$ cat config.mk
export PLATFORM = sky130hd
export DESIGN_NAME = tm1638_frame_sequencer
export DESIGN_NICKNAME = d
export VERILOG_FILES = /design/src/rtl/tm1638_pkg.sv /design/src/rtl/tm1638_byte_shifter.sv /design/src/rtl/tm1638_frame_sequencer.sv
export SDC_FILE = /design/constraint.sdc
export NUM_CORES = 1
export LEC_CHECK = 0
export CAP_MARGIN = 20
export CORE_AREA = 2 2 111 113
export CTS_CLUSTER_DIAMETER = 200
export DETAILED_ROUTE_END_ITERATION = 12
export DIE_AREA = 0 0 113 115
export PLACE_DENSITY_LB_ADDON = 0.08
export SYNTH_ARGS = -nofsm -noshare
export SYNTH_HDL_FRONTEND = slang
export SYNTH_SLANG_ARGS = --single-unit
export TNS_END_PERCENT = 20
$ cat constraint.sdc
create_clock -name _50MHz_CLK -period 3.1 [get_ports _50MHz_CLK]
set_input_delay 0.62 -clock _50MHz_CLK [delete_from_list [all_inputs] [get_ports _50MHz_CLK]]
set_output_delay 0.62 -clock _50MHz_CLK [all_outputs]
set_load 0.005 [all_outputs]
$ cat src/rtl/tm1638_pkg.sv
// Shared constants, state encodings and the hex-to-segment table for the TM1638 controller.
package tm1638_pkg;

   localparam logic [7:0] CMD_DATA_WRITE_AI = 8'h40;
   localparam logic [7:0] CMD_ADDR_BASE     = 8'hC0;
   localparam logic [7:0] CMD_DISP_CTRL     = 8'h80;

   typedef enum logic [2:0] {
      S_IDLE, S_CMD1, S_GAP1, S_ADDR, S_DATA, S_GAP2, S_CMD3, S_FIN
   } state_t;

   // Sub-step inside a strobed group: setup half period, shifting bytes, hold half period.
   typedef enum logic [1:0] {
      PH_SETUP, PH_SHIFT, PH_HOLD
   } phase_t;

   // Common-cathode pattern, bit0=a .. bit6=g, dp off.
   function automatic logic [7:0] seg7_encode(input logic [3:0] hex);
      logic [7:0] seg;
      case (hex)
         4'h0: seg = 8'h3F;
         4'h1: seg = 8'h06;
         4'h2: seg = 8'h5B;
         4'h3: seg = 8'h4F;
         4'h4: seg = 8'h66;
         4'h5: seg = 8'h6D;
         4'h6: seg = 8'h7D;
         4'h7: seg = 8'h07;
         4'h8: seg = 8'h7F;
         4'h9: seg = 8'h6F;
         4'hA: seg = 8'h77;
         4'hB: seg = 8'h7C;
         4'hC: seg = 8'h39;
         4'hD: seg = 8'h5E;
         4'hE: seg = 8'h79;
         default: seg = 8'h71;
      endcase
      return seg;
   endfunction

endpackage

$ cat src/rtl/tm1638_byte_shifter.sv
// Shifts one byte LSB first: each bit is CLK_DIV cycles with sclk low, then CLK_DIV with sclk high.
module tm1638_byte_shifter #(
   parameter int CLK_DIV = 25
) (
   input  logic       clk,
   input  logic       rst_n,
   input  logic       load,
   input  logic [7:0] byte_in,
   output logic       ready,
   output logic       sclk,
   output logic       sdio
);

   localparam int HW = $clog2(CLK_DIV);
   localparam logic [HW-1:0] HALF_LAST = HW'(CLK_DIV - 1);

   logic          active_reg;
   logic          low_reg;
   logic [2:0]    bit_cnt_reg;
   logic [HW-1:0] half_cnt_reg;
   logic [7:0]    shift_reg;
   logic          half_end;

   assign half_end = (half_cnt_reg == HALF_LAST);
   // Ready in the last cycle of the final high half so back-to-back bytes have no extra clock cycle.
   assign ready = !active_reg || (!low_reg && half_end && bit_cnt_reg == 3'd7);
   assign sclk  = !(active_reg && low_reg);
   assign sdio  = active_reg ? shift_reg[0] : 1'b1;

   always_ff @(posedge clk or negedge rst_n) begin
      if (!rst_n) begin
         active_reg   <= 1'b0;
         low_reg      <= 1'b0;
         bit_cnt_reg  <= '0;
         half_cnt_reg <= '0;
         shift_reg    <= 8'hFF;
      end else if (load && ready) begin
         active_reg   <= 1'b1;
         low_reg      <= 1'b1;
         bit_cnt_reg  <= '0;
         half_cnt_reg <= '0;
         shift_reg    <= byte_in;
      end else if (active_reg) begin
         if (half_end) begin
            half_cnt_reg <= '0;
            if (low_reg) begin
               low_reg <= 1'b0;
            end else if (bit_cnt_reg == 3'd7) begin
               active_reg <= 1'b0;
            end else begin
               low_reg     <= 1'b1;
               bit_cnt_reg <= bit_cnt_reg + 3'd1;
               shift_reg   <= {1'b1, shift_reg[7:1]};
            end
         end else begin
            half_cnt_reg <= half_cnt_reg + 1'b1;
         end
      end
   end

endmodule

$ cat src/rtl/tm1638_frame_sequencer.sv
// Latches eight hex digits and sends the full TM1638 write frame (0x40 / 0xC0+16 bytes / 0x8x).
// Define TM1638_LED_EN to add the leds port driving the discrete LED bytes.
module tm1638_frame_sequencer #(
   parameter int CLK_DIV    = 25,
   parameter int GAP_HALVES = 2
) (
   input  logic        _50MHz_CLK,
   input  logic        rst_n,
   input  logic        start,
   input  logic [31:0] digits,
   input  logic [2:0]  brightness,
   input  logic        display_on,
`ifdef TM1638_LED_EN
   input  logic [7:0]  leds,
`endif
   output logic        busy,
   output logic        done,
   output logic        clk,
   output logic        stb,
   output logic        dio
);

   import tm1638_pkg::*;

   localparam int HW = $clog2(CLK_DIV);
   localparam int GW = (GAP_HALVES > 1) ? $clog2(GAP_HALVES) : 1;
   localparam logic [HW-1:0] HALF_LAST = HW'(CLK_DIV - 1);
   localparam logic [GW-1:0] GAP_LAST  = GW'(GAP_HALVES - 1);

   state_t        state_reg, state_next;
   phase_t        phase_reg, phase_next;
   logic [HW-1:0] half_cnt_reg, half_cnt_next;
   logic [GW-1:0] gap_cnt_reg, gap_cnt_next;
   logic [3:0]    byte_idx_reg, byte_idx_next;
   logic [31:0]   digits_reg;
   logic [2:0]    brightness_reg;
   logic          display_on_reg;
   logic          accept, in_group, half_end, last_byte;
   logic          load, sh_ready;
   logic [7:0]    load_byte, ctrl_byte;
   logic [7:0]    data_bytes [16];

   assign half_end  = (half_cnt_reg == HALF_LAST);
   assign last_byte = (byte_idx_reg == 4'd15);
   assign in_group  = (state_reg == S_CMD1) || (state_reg == S_ADDR) ||
                      (state_reg == S_DATA) || (state_reg == S_CMD3);
   assign ctrl_byte = CMD_DISP_CTRL | {4'b0000, display_on_reg, brightness_reg};

`ifdef TM1638_LED_EN
   logic [7:0] leds_reg;
`endif

   // Even bytes carry the grid segments, odd bytes the LED above that grid.
   generate
      for (genvar gi = 0; gi < 8; gi++) begin : g_bytes
         assign data_bytes[2*gi] = seg7_encode(digits_reg[4*gi +: 4]);
`ifdef TM1638_LED_EN
         assign data_bytes[2*gi+1] = {7'b0, leds_reg[gi]};
`else
         assign data_bytes[2*gi+1] = 8'h00;
`endif
      end
   endgenerate

   always_ff @(posedge _50MHz_CLK or negedge rst_n) begin
      if (!rst_n) begin
         state_reg    <= S_IDLE;
         phase_reg    <= PH_SETUP;
         half_cnt_reg <= '0;
         gap_cnt_reg  <= '0;
         byte_idx_reg <= '0;
      end else begin
         state_reg    <= state_next;
         phase_reg    <= phase_next;
         half_cnt_reg <= half_cnt_next;
         gap_cnt_reg  <= gap_cnt_next;
         byte_idx_reg <= byte_idx_next;
      end
   end

   always_ff @(posedge _50MHz_CLK or negedge rst_n) begin
      if (!rst_n) begin
         digits_reg     <= '0;
         brightness_reg <= '0;
         display_on_reg <= 1'b0;
`ifdef TM1638_LED_EN
         leds_reg       <= '0;
`endif
      end else if (accept) begin
         digits_reg     <= digits;
         brightness_reg <= brightness;
         display_on_reg <= display_on;
`ifdef TM1638_LED_EN
         leds_reg       <= leds;
`endif
      end
   end

   always_comb begin
      state_next    = state_reg;
      phase_next    = phase_reg;
      half_cnt_next = half_cnt_reg;
      gap_cnt_next  = gap_cnt_reg;
      byte_idx_next = byte_idx_reg;
      accept        = 1'b0;
      case (state_reg)
         S_IDLE, S_FIN: begin
            state_next = S_IDLE;
            if (start) begin
               accept        = 1'b1;
               state_next    = S_CMD1;
               phase_next    = PH_SETUP;
               half_cnt_next = '0;
            end
         end
         S_GAP1, S_GAP2: begin
            if (half_end) begin
               half_cnt_next = '0;
               if (gap_cnt_reg == GAP_LAST) begin
                  gap_cnt_next = '0;
                  state_next   = (state_reg == S_GAP1) ? S_ADDR : S_CMD3;
                  phase_next   = PH_SETUP;
               end else begin
                  gap_cnt_next = gap_cnt_reg + 1'b1;
               end
            end else begin
               half_cnt_next = half_cnt_reg + 1'b1;
            end
         end
         default: begin
            case (phase_reg)
               PH_SETUP: begin
                  if (half_end) begin
                     half_cnt_next = '0;
                     phase_next    = PH_SHIFT;
                  end else begin
                     half_cnt_next = half_cnt_reg + 1'b1;
                  end
               end
               PH_SHIFT: begin
                  if (sh_ready) begin
                     if (state_reg == S_ADDR) begin
                        state_next    = S_DATA;
                        byte_idx_next = '0;
                     end else if (state_reg == S_DATA && !last_byte) begin
                        byte_idx_next = byte_idx_reg + 4'd1;
                     end else begin
                        phase_next = PH_HOLD;
                     end
                  end
               end
               default: begin
                  if (half_end) begin
                     half_cnt_next = '0;
                     phase_next    = PH_SETUP;
                     state_next    = (state_reg == S_CMD1) ? S_GAP1 :
                                     (state_reg == S_DATA) ? S_GAP2 : S_FIN;
                  end else begin
                     half_cnt_next = half_cnt_reg + 1'b1;
                  end
               end
            endcase
         end
      endcase
   end

   always_comb begin
      stb       = !in_group;
      busy      = (state_reg != S_IDLE) && (state_reg != S_FIN);
      done      = (state_reg == S_FIN);
      load      = 1'b0;
      load_byte = 8'hFF;
      if (in_group) begin
         if (phase_reg == PH_SETUP && half_end) begin
            load = 1'b1;
            case (state_reg)
               S_CMD1:  load_byte = CMD_DATA_WRITE_AI;
               S_ADDR:  load_byte = CMD_ADDR_BASE;
               default: load_byte = ctrl_byte;
            endcase
         end else if (phase_reg == PH_SHIFT && sh_ready) begin
            if (state_reg == S_ADDR) begin
               load      = 1'b1;
               load_byte = data_bytes[0];
            end else if (state_reg == S_DATA && !last_byte) begin
               load      = 1'b1;
               load_byte = data_bytes[byte_idx_reg + 4'd1];
            end
         end
      end
   end

   tm1638_byte_shifter #(
      .CLK_DIV(CLK_DIV)
   ) u_shifter (
      .clk     (_50MHz_CLK),
      .rst_n   (rst_n),
      .load    (load),
      .byte_in (load_byte),
      .ready   (sh_ready),
      .sclk    (clk),
      .sdio    (dio)
   );

endmodule

# After elaboration in Yosys (flattened, before gate mapping)
# Memory sizes are Yosys's and may differ from the RTL's.
# Index checks and enable logic that the tools add are counted.
[word_totals] inputBits=39 register_bits=69 mem_count=8 output_inout_bits=5 word_cells=156 rom_bits=896
[op_classes] n_mux=67 reduce_logical=35 n_eq_ne=25 bitwise=2 addsub=5 n_lt_le_gt_ge=1
[mem_list] name="(no name shown)" words=16 word_bits=7 read_ports=1 rd_clocked_by_memory_dff=0 wr=0 line="tm1638_pkg.sv:20" rtl="case (hex)"
[mem_list] name="(no name shown)" words=16 word_bits=7 read_ports=1 rd_clocked_by_memory_dff=0 wr=0 line="tm1638_pkg.sv:20"
[mem_list] name="(no name shown)" words=16 word_bits=7 read_ports=1 rd_clocked_by_memory_dff=0 wr=0 line="tm1638_pkg.sv:20"
[mem_list] name="(no name shown)" words=16 word_bits=7 read_ports=1 rd_clocked_by_memory_dff=0 wr=0 line="tm1638_pkg.sv:20"
[mem_list] name="(no name shown)" words=16 word_bits=7 read_ports=1 rd_clocked_by_memory_dff=0 wr=0 line="tm1638_pkg.sv:20"
[mem_list] name="(no name shown)" words=16 word_bits=7 read_ports=1 rd_clocked_by_memory_dff=0 wr=0 line="tm1638_pkg.sv:20"
[mem_list] name="+2 memories"
[op_table] cell="$mux 8" count=12
[op_table] cell="$mux 3" count=12
[op_table] cell="$bmux 8 s4" count=1
[op_table] cell="$mux 5" count=6
[op_table] cell="$mux 1" count=19
[op_table] cell="$mux 2" count=9
[op_table] cell="$ne 4x2->1 const B" count=4
[op_table] cell="$pmux 8 s2" count=1
[op_table] cell="$eq 3x3->1 const B" count=5
[op_table] cell="$pmux 3 s2" count=2
[op_table] cell="$add 5x1->5 const B" count=2
[op_table] cell="$eq 5x5->1 const B" count=2
[op_table] cell="$pmux 5 s2" count=1
[op_table] cell="$logic_and 1x1->1" count=8
[op_table] cell="$mux 4" count=2
[op_table] cell="$ne 2x2->1 const B" count=4
[op_table] cell="$pmux 2 s2" count=2
[op_table] cell="$reduce_and 4->1" count=2
[op_table] cell="$reduce_and 8->1" count=1
[op_table] cell="$eq 3x2->1 const B" count=2
[op_table] cell="$ne 3x1->1 const B" count=2
[op_table] cell="$reduce_and 2->1" count=3
[op_table] cell="$reduce_and 6->1" count=1
[op_table] cell="$reduce_bool 2->1" count=3
[op_table] cell="other kinds (20)" count=29

# Depth between registers and ports, before layout
[depth] depth_word=11 depth_mapped=9

# Hierarchy
# A second synthesis with hierarchy kept.
[unflattened] hier_cells=626 hier_area_um2=5879.4
[by_module_without_submodules] module="tm1638_frame_sequencer" n_inst=1 area_per_inst_um2=4873.4 cells_per_inst=529
[by_module_without_submodules] module="tm1638_byte_shifter" n_inst=1 area_per_inst_um2=1006.0 cells_per_inst=97

# Worst setup path before layout
# OpenSTA, ideal clock, no wires.
[synth_path] path_kind="register to register" start="reg byte_idx_reg[0]" end="reg u_shifter.shift_reg[1]" period_less_slack_ns=2.257 path_stages_with_launch=8 t_arrival_ns=2.173 setup_time_ns=0.083 path_slack_ns=0.843 path_cell_list="dfrtp_1 ha_1 xor2_1 buf_2 mux4_2 mux2i_1 o211ai_1 a221o_1"
[synth_via] elab_chain_cells=11 elab_cells_between_ends=25 cone_classes="1 x add/sub; 3 x eq/ne; 14 x mux; 1 x bitwise; 6 x reduce/logical"
[synth_lines] element="from (decl)" line="tm1638_frame_sequencer.sv:34" rtl="logic [3:0] byte_idx_reg, byte_idx_next;"
[synth_lines] element="from (signal assigned)" line="tm1638_frame_sequencer.sv:77" rtl="byte_idx_reg <= byte_idx_next;"
[synth_lines] element="$add 4x1->4 or $eq 4x4->1 (tied branches)" line="tm1638_frame_sequencer.sv:187, tm1638_frame_sequencer.sv:44"
[synth_lines] element="$not 4->5 (implied by the code) or $logic_not 1->1 (tied branches)" line="tm1638_frame_sequencer.sv:187, tm1638_frame_sequencer.sv:185"
[synth_lines] element="$bmux 8 s4 or $logic_and 1x1->1 (tied branches)" line="tm1638_frame_sequencer.sv:187, tm1638_frame_sequencer.sv:185"
[synth_lines] element="$mux 8 (implied by the code) or $mux 1 (tied branches)" line="tm1638_frame_sequencer.sv:187, tm1638_frame_sequencer.sv:185"
[synth_lines] element="$mux 8 (implied by the code) or $mux 1 (tied branches)" line="tm1638_frame_sequencer.sv:187, tm1638_frame_sequencer.sv:182"
[synth_lines] element="$mux 8 or $mux 1 (tied branches)" line="tm1638_frame_sequencer.sv:185, tm1638_frame_sequencer.sv:181"
[synth_lines] element="$mux 8 or $mux 1 (tied branches)" line="tm1638_frame_sequencer.sv:182, tm1638_frame_sequencer.sv:174"
[synth_lines] element="$mux 8 or $mux 1 (tied branches)" line="tm1638_frame_sequencer.sv:181, tm1638_frame_sequencer.sv:173"
[synth_lines] element="$mux 8 or $logic_and 1x1->1 (tied branches)" line="tm1638_frame_sequencer.sv:174, tm1638_byte_shifter.sv:37"
[synth_lines] element="$mux 8, or another cell as far along" line="tm1638_frame_sequencer.sv:173" rtl="if (in_group) begin"
[synth_lines] element="$mux 8 or $reduce_and 4->1 (tied branches)"
[synth_lines] element="to (signal assigned)" line="tm1638_byte_shifter.sv:42" rtl="shift_reg <= byte_in;"
[synth_lines] element="to (signal assigned)" line="tm1638_byte_shifter.sv:53" rtl="shift_reg <= {1'b1, shift_reg[7:1]};"
[synth_lines] element="to (decl)" line="tm1638_byte_shifter.sv:21" rtl="logic [7:0] shift_reg;"
# Parallel ways exist; a longest one is shown, timed or not. The select of a mux whose other input is x is not followed.
# A chain may end at the register's enable or synchronous reset.

# Worst setup path in the final report
[layout_path] start="reg state_reg[2]" end="reg u_shifter.shift_reg[6]"
[layout_via] elab_chain_cells=10 elab_cells_between_ends=26 cone_classes="6 x eq/ne; 12 x mux; 8 x reduce/logical"
[layout_lines] element="from (decl)" line="tm1638_frame_sequencer.sv:30" rtl="state_t state_reg, state_next;"
[layout_lines] element="from (signal assigned)" line="tm1638_frame_sequencer.sv:73" rtl="state_reg <= state_next;"
[layout_lines] element="$eq 3x3->1" line="tm1638_frame_sequencer.sv:46, tm1638_frame_sequencer.sv:185"
[layout_lines] element="$logic_and 1x1->1" line="tm1638_frame_sequencer.sv:185" rtl="end else if (state_reg == S_DATA && !last_byte) begin"
[layout_lines] element="$mux 1" line="tm1638_frame_sequencer.sv:185"
[layout_lines] element="$mux 1" line="tm1638_frame_sequencer.sv:182" rtl="if (state_reg == S_ADDR) begin"
[layout_lines] element="$mux 1" line="tm1638_frame_sequencer.sv:181" rtl="end else if (phase_reg == PH_SHIFT && sh_ready) begin"
[layout_lines] element="$mux 1" line="tm1638_frame_sequencer.sv:174" rtl="if (phase_reg == PH_SETUP && half_end) begin"
[layout_lines] element="$mux 1" line="tm1638_frame_sequencer.sv:173"
[layout_lines] element="$logic_and 1x1->1" line="tm1638_byte_shifter.sv:37" rtl="end else if (load && ready) begin"
[layout_lines] element="$ne 2x2->1 (no line), or another cell as far along"
[layout_lines] element="$reduce_and 4->1 (no line)"
# Parallel ways exist; a longest one is shown, timed or not.

==> results.yml <==
die:
  num_rows: 40
  start_util_pct: 49.1
  die-height_um: 115
  io_pins: 44
  dieArea_sq_um: 13000
  fp.dieW_um: 113
  core_sq_um: 11800
cells_and_area:
  drive_above_1_share_pct: 16.2
  final_common_cell: "dfrtp_1"
  final_cell_mix: "dfrtp_1 (61), ha_1 (57), nand2_1 (47), mux2_2 (47)"
  syn2layout_area_growth_pct: 13.8
  num_antenna_cells: 0
  finish.utilization_pct: 55.9
  fill_cells: 1057
  nNetsFinal: 732
  largest_reg_flops: 32
detailed_routing:
  drc: 3
  dr.pass1.iters: 9
  vias: 4715
  wl_mm: 13.4
  viasPerCell: 5.98
  drtAntennaViolNets: 0
  drt-wirelength-per-cell_um: 17.0
  drt_iter0_markers: 287
global_routing:
  grt_pass1_wl_mm: 22.2
  antenna_found_initial: 0
  grt_overflow: 0
  grt_max_degree: 41
  grt_pass1_vias: 4465
  grt_usage_pct: 21.5
sta:
  finalSetupViolCount: 0
  period_share_pct: 88.2
  finalSetupTns_ns: 0
  fin_crit_ns: 2.74
  maxSlewHeadroom_pct: 40.8
  fmax_mhz: 366
  tightest_slew_ns: 0.884
  rsz0062_at_grt: "false"
  finClkSkew_ns: 0.00562
  hold_viol: 0
  drv_slew: 0
synthesis:
  yosysWarnings: 0
  synthFlopType: "dfrtp_1"
  synth_area_sq_um: 5800
  netlist.area_leader.share_pct: 26.3
  seq_area_frac_synth_pct: 29.9
  syn_inst: 614
  synth_area_leaders: "dfrtp_1 (26%), ha_1 (12%), mux2_2 (9.1%)"
  synth_edf_count: 0
  ys_seq_elements: 69
  ys_async_sr_fraction_pct: 100
  synth_cell_types: 66
  synth_top_area_cell: "dfrtp_1"
  syn_area_per_cell_sq_um: 9.45
  synthesis.nets: 710
worst_hold_path:
  hold_path.class: "in2async"
setup_path:
  reg2reg_depth: 8
  crit_required_ns: 3.36
  cp.arrival_ns: 2.99
  critPathLaunchType: "flop"
  slowest_delay_ns: 0.51
  crit_buf_inv: 1
  path_depth: 8
  r2r_end: "u_shifter.shift_reg[6]"
  rr_startpoint: "state_reg[2]"
  endpoint_kind: "flop"
  path_cells: "clkinv_1 > ha_1 > nor2_1 > o211ai_1 > o21bai_1 > o21ai_0 > a21oi_1 > o31ai_1"
  r2r_slack_ns: 0.36
  cp_top_family: "compound AO/OA/AOI/OAI gates"
  worst-setup-path-type: "reg2reg"
  critPathMaxFanout: 13
  critPathSlowestCell: "dfrtp_1"
placement:
  place_congestion: 0.878
  dp_hpwl_mm: 10.1
  port_buffers: 43
clock_network:
  clock_path_buffers: 2
  htree_levels: 3
  cts-root-buf: "clkbuf_16"
  clk_latency_ns: 0.35
  cts_resized: 0
  hold_buffers: 0
  post_cts_buffers: 0
  cts_tree: "built"
  numCtsBuffers: 9
  clkSinkCount: 69
  clkTransAtPathRegs_ns: 0.06
run_status:
  status: "complete, but fails checks"
  violations: "design-rule violations"
power_and_ir_drop:
  powerDensity_nw_per_um2: 1090
  p_leak_nw: 2.82
  ir_drop_uv: 450
job:
  drv_cap: 0
==> logic make-up after synthesis <==
group	after synthesis	share of synthesized area [%]
buffers and inverters	82	6.04
XOR/XNOR	10	1.64
flip-flops	69	29.9
AO/OA/AOI/OAI	158	19.2
multiplexers	82	18.2
AND/OR/NAND/NOR	156	12.7
adder cells (fa/ha/maj)	57	12.3
==> per-stage QoR <==
step                      hold slack, ns  cells  instance area, sq um  total power, W  setup slack, ns
after floorplan                    0.324    614                  5800         0.00515            0.843
after global placement             0.460    772                  6300         0.00604            0.524
after detailed placement           0.462    772                  6300         0.00616            0.436
after CTS                          0.226    788                  6600         0.00725            0.354
after global routing               0.248    788                  6600         0.00786           0.0687
final                              0.219    788                  6600         0.00722            0.365
==> synthesized netlist by cell type (11+ instances only) <==
cell,number
nor2_1,42
o21ai_0,28
clkbuf_1,15
mux2_2,47
nand2b_1,11
ha_1,57
o211ai_1,17
nand2_1,47
a21oi_1,28
dfrtp_1,61
buf_2,18
nand3_1,17
inv_1,41
a31oi_1,13
mux4_2,14
mux2i_1,21
==> per-layer routing <==
layer	up-vias	GRT usage [%]	part of all wire [%]	wire length, um
li1	2300	-	-	-
met1	2288	26.1	44	5880
met2	92	37.4	50	6660
met3	35	4.32	3.6	485
met4	0	8.94	2.9	388
met5	-	0	0	0
==> power by group <==
part	total, W	leakage [nW]	switching, W	internal (W)
Combinational	0.00403	1.87	0.00204	0.00199
Clock	0.00105	0.134	0.000426	0.000624
Sequential	0.00214	0.821	0.000786	0.00135
Total	0.00722	2.82	0.00325	0.00397
==> worst reg2reg max path, stage by stage, from the launching register on <==
cell,delay [ns]
dfrtp_1,0.51
clkinv_1,0.27
ha_1,0.41
nor2_1,0.35
o211ai_1,0.45
o21bai_1,0.33
o21ai_0,0.19
a21oi_1,0.06
o31ai_1,0.09
==> how the worst max path moves through the flow <==
stage                          startpoint                     end  slack, ns
after CTS                    state_reg[2]                    busy       0.35
final                        state_reg[2]  u_shifter.shift_reg[6]       0.36
after global placement    byte_idx_reg[0]  u_shifter.shift_reg[0]       0.52
after floorplan           byte_idx_reg[0]  u_shifter.shift_reg[1]       0.84
after detailed placement     state_reg[2]  u_shifter.shift_reg[6]       0.44
after global routing         state_reg[2]  u_shifter.shift_reg[6]       0.07
==> area by class of cell <==
cell class                      instances  area [sq um]  share of cell area (%)
Timing Repair Buffer                   50           503                    7.62
Sequential cell                        69          1740                    26.3
Clock inverter                          7          73.8                    1.12
Clock buffer                            9           225                    3.41
Multi-Input combinational cell        463          3720                    56.3
Tap cell                              147           184                    2.79
Inverter                               43           161                    2.45
Power figures use the tool's default switching activity.
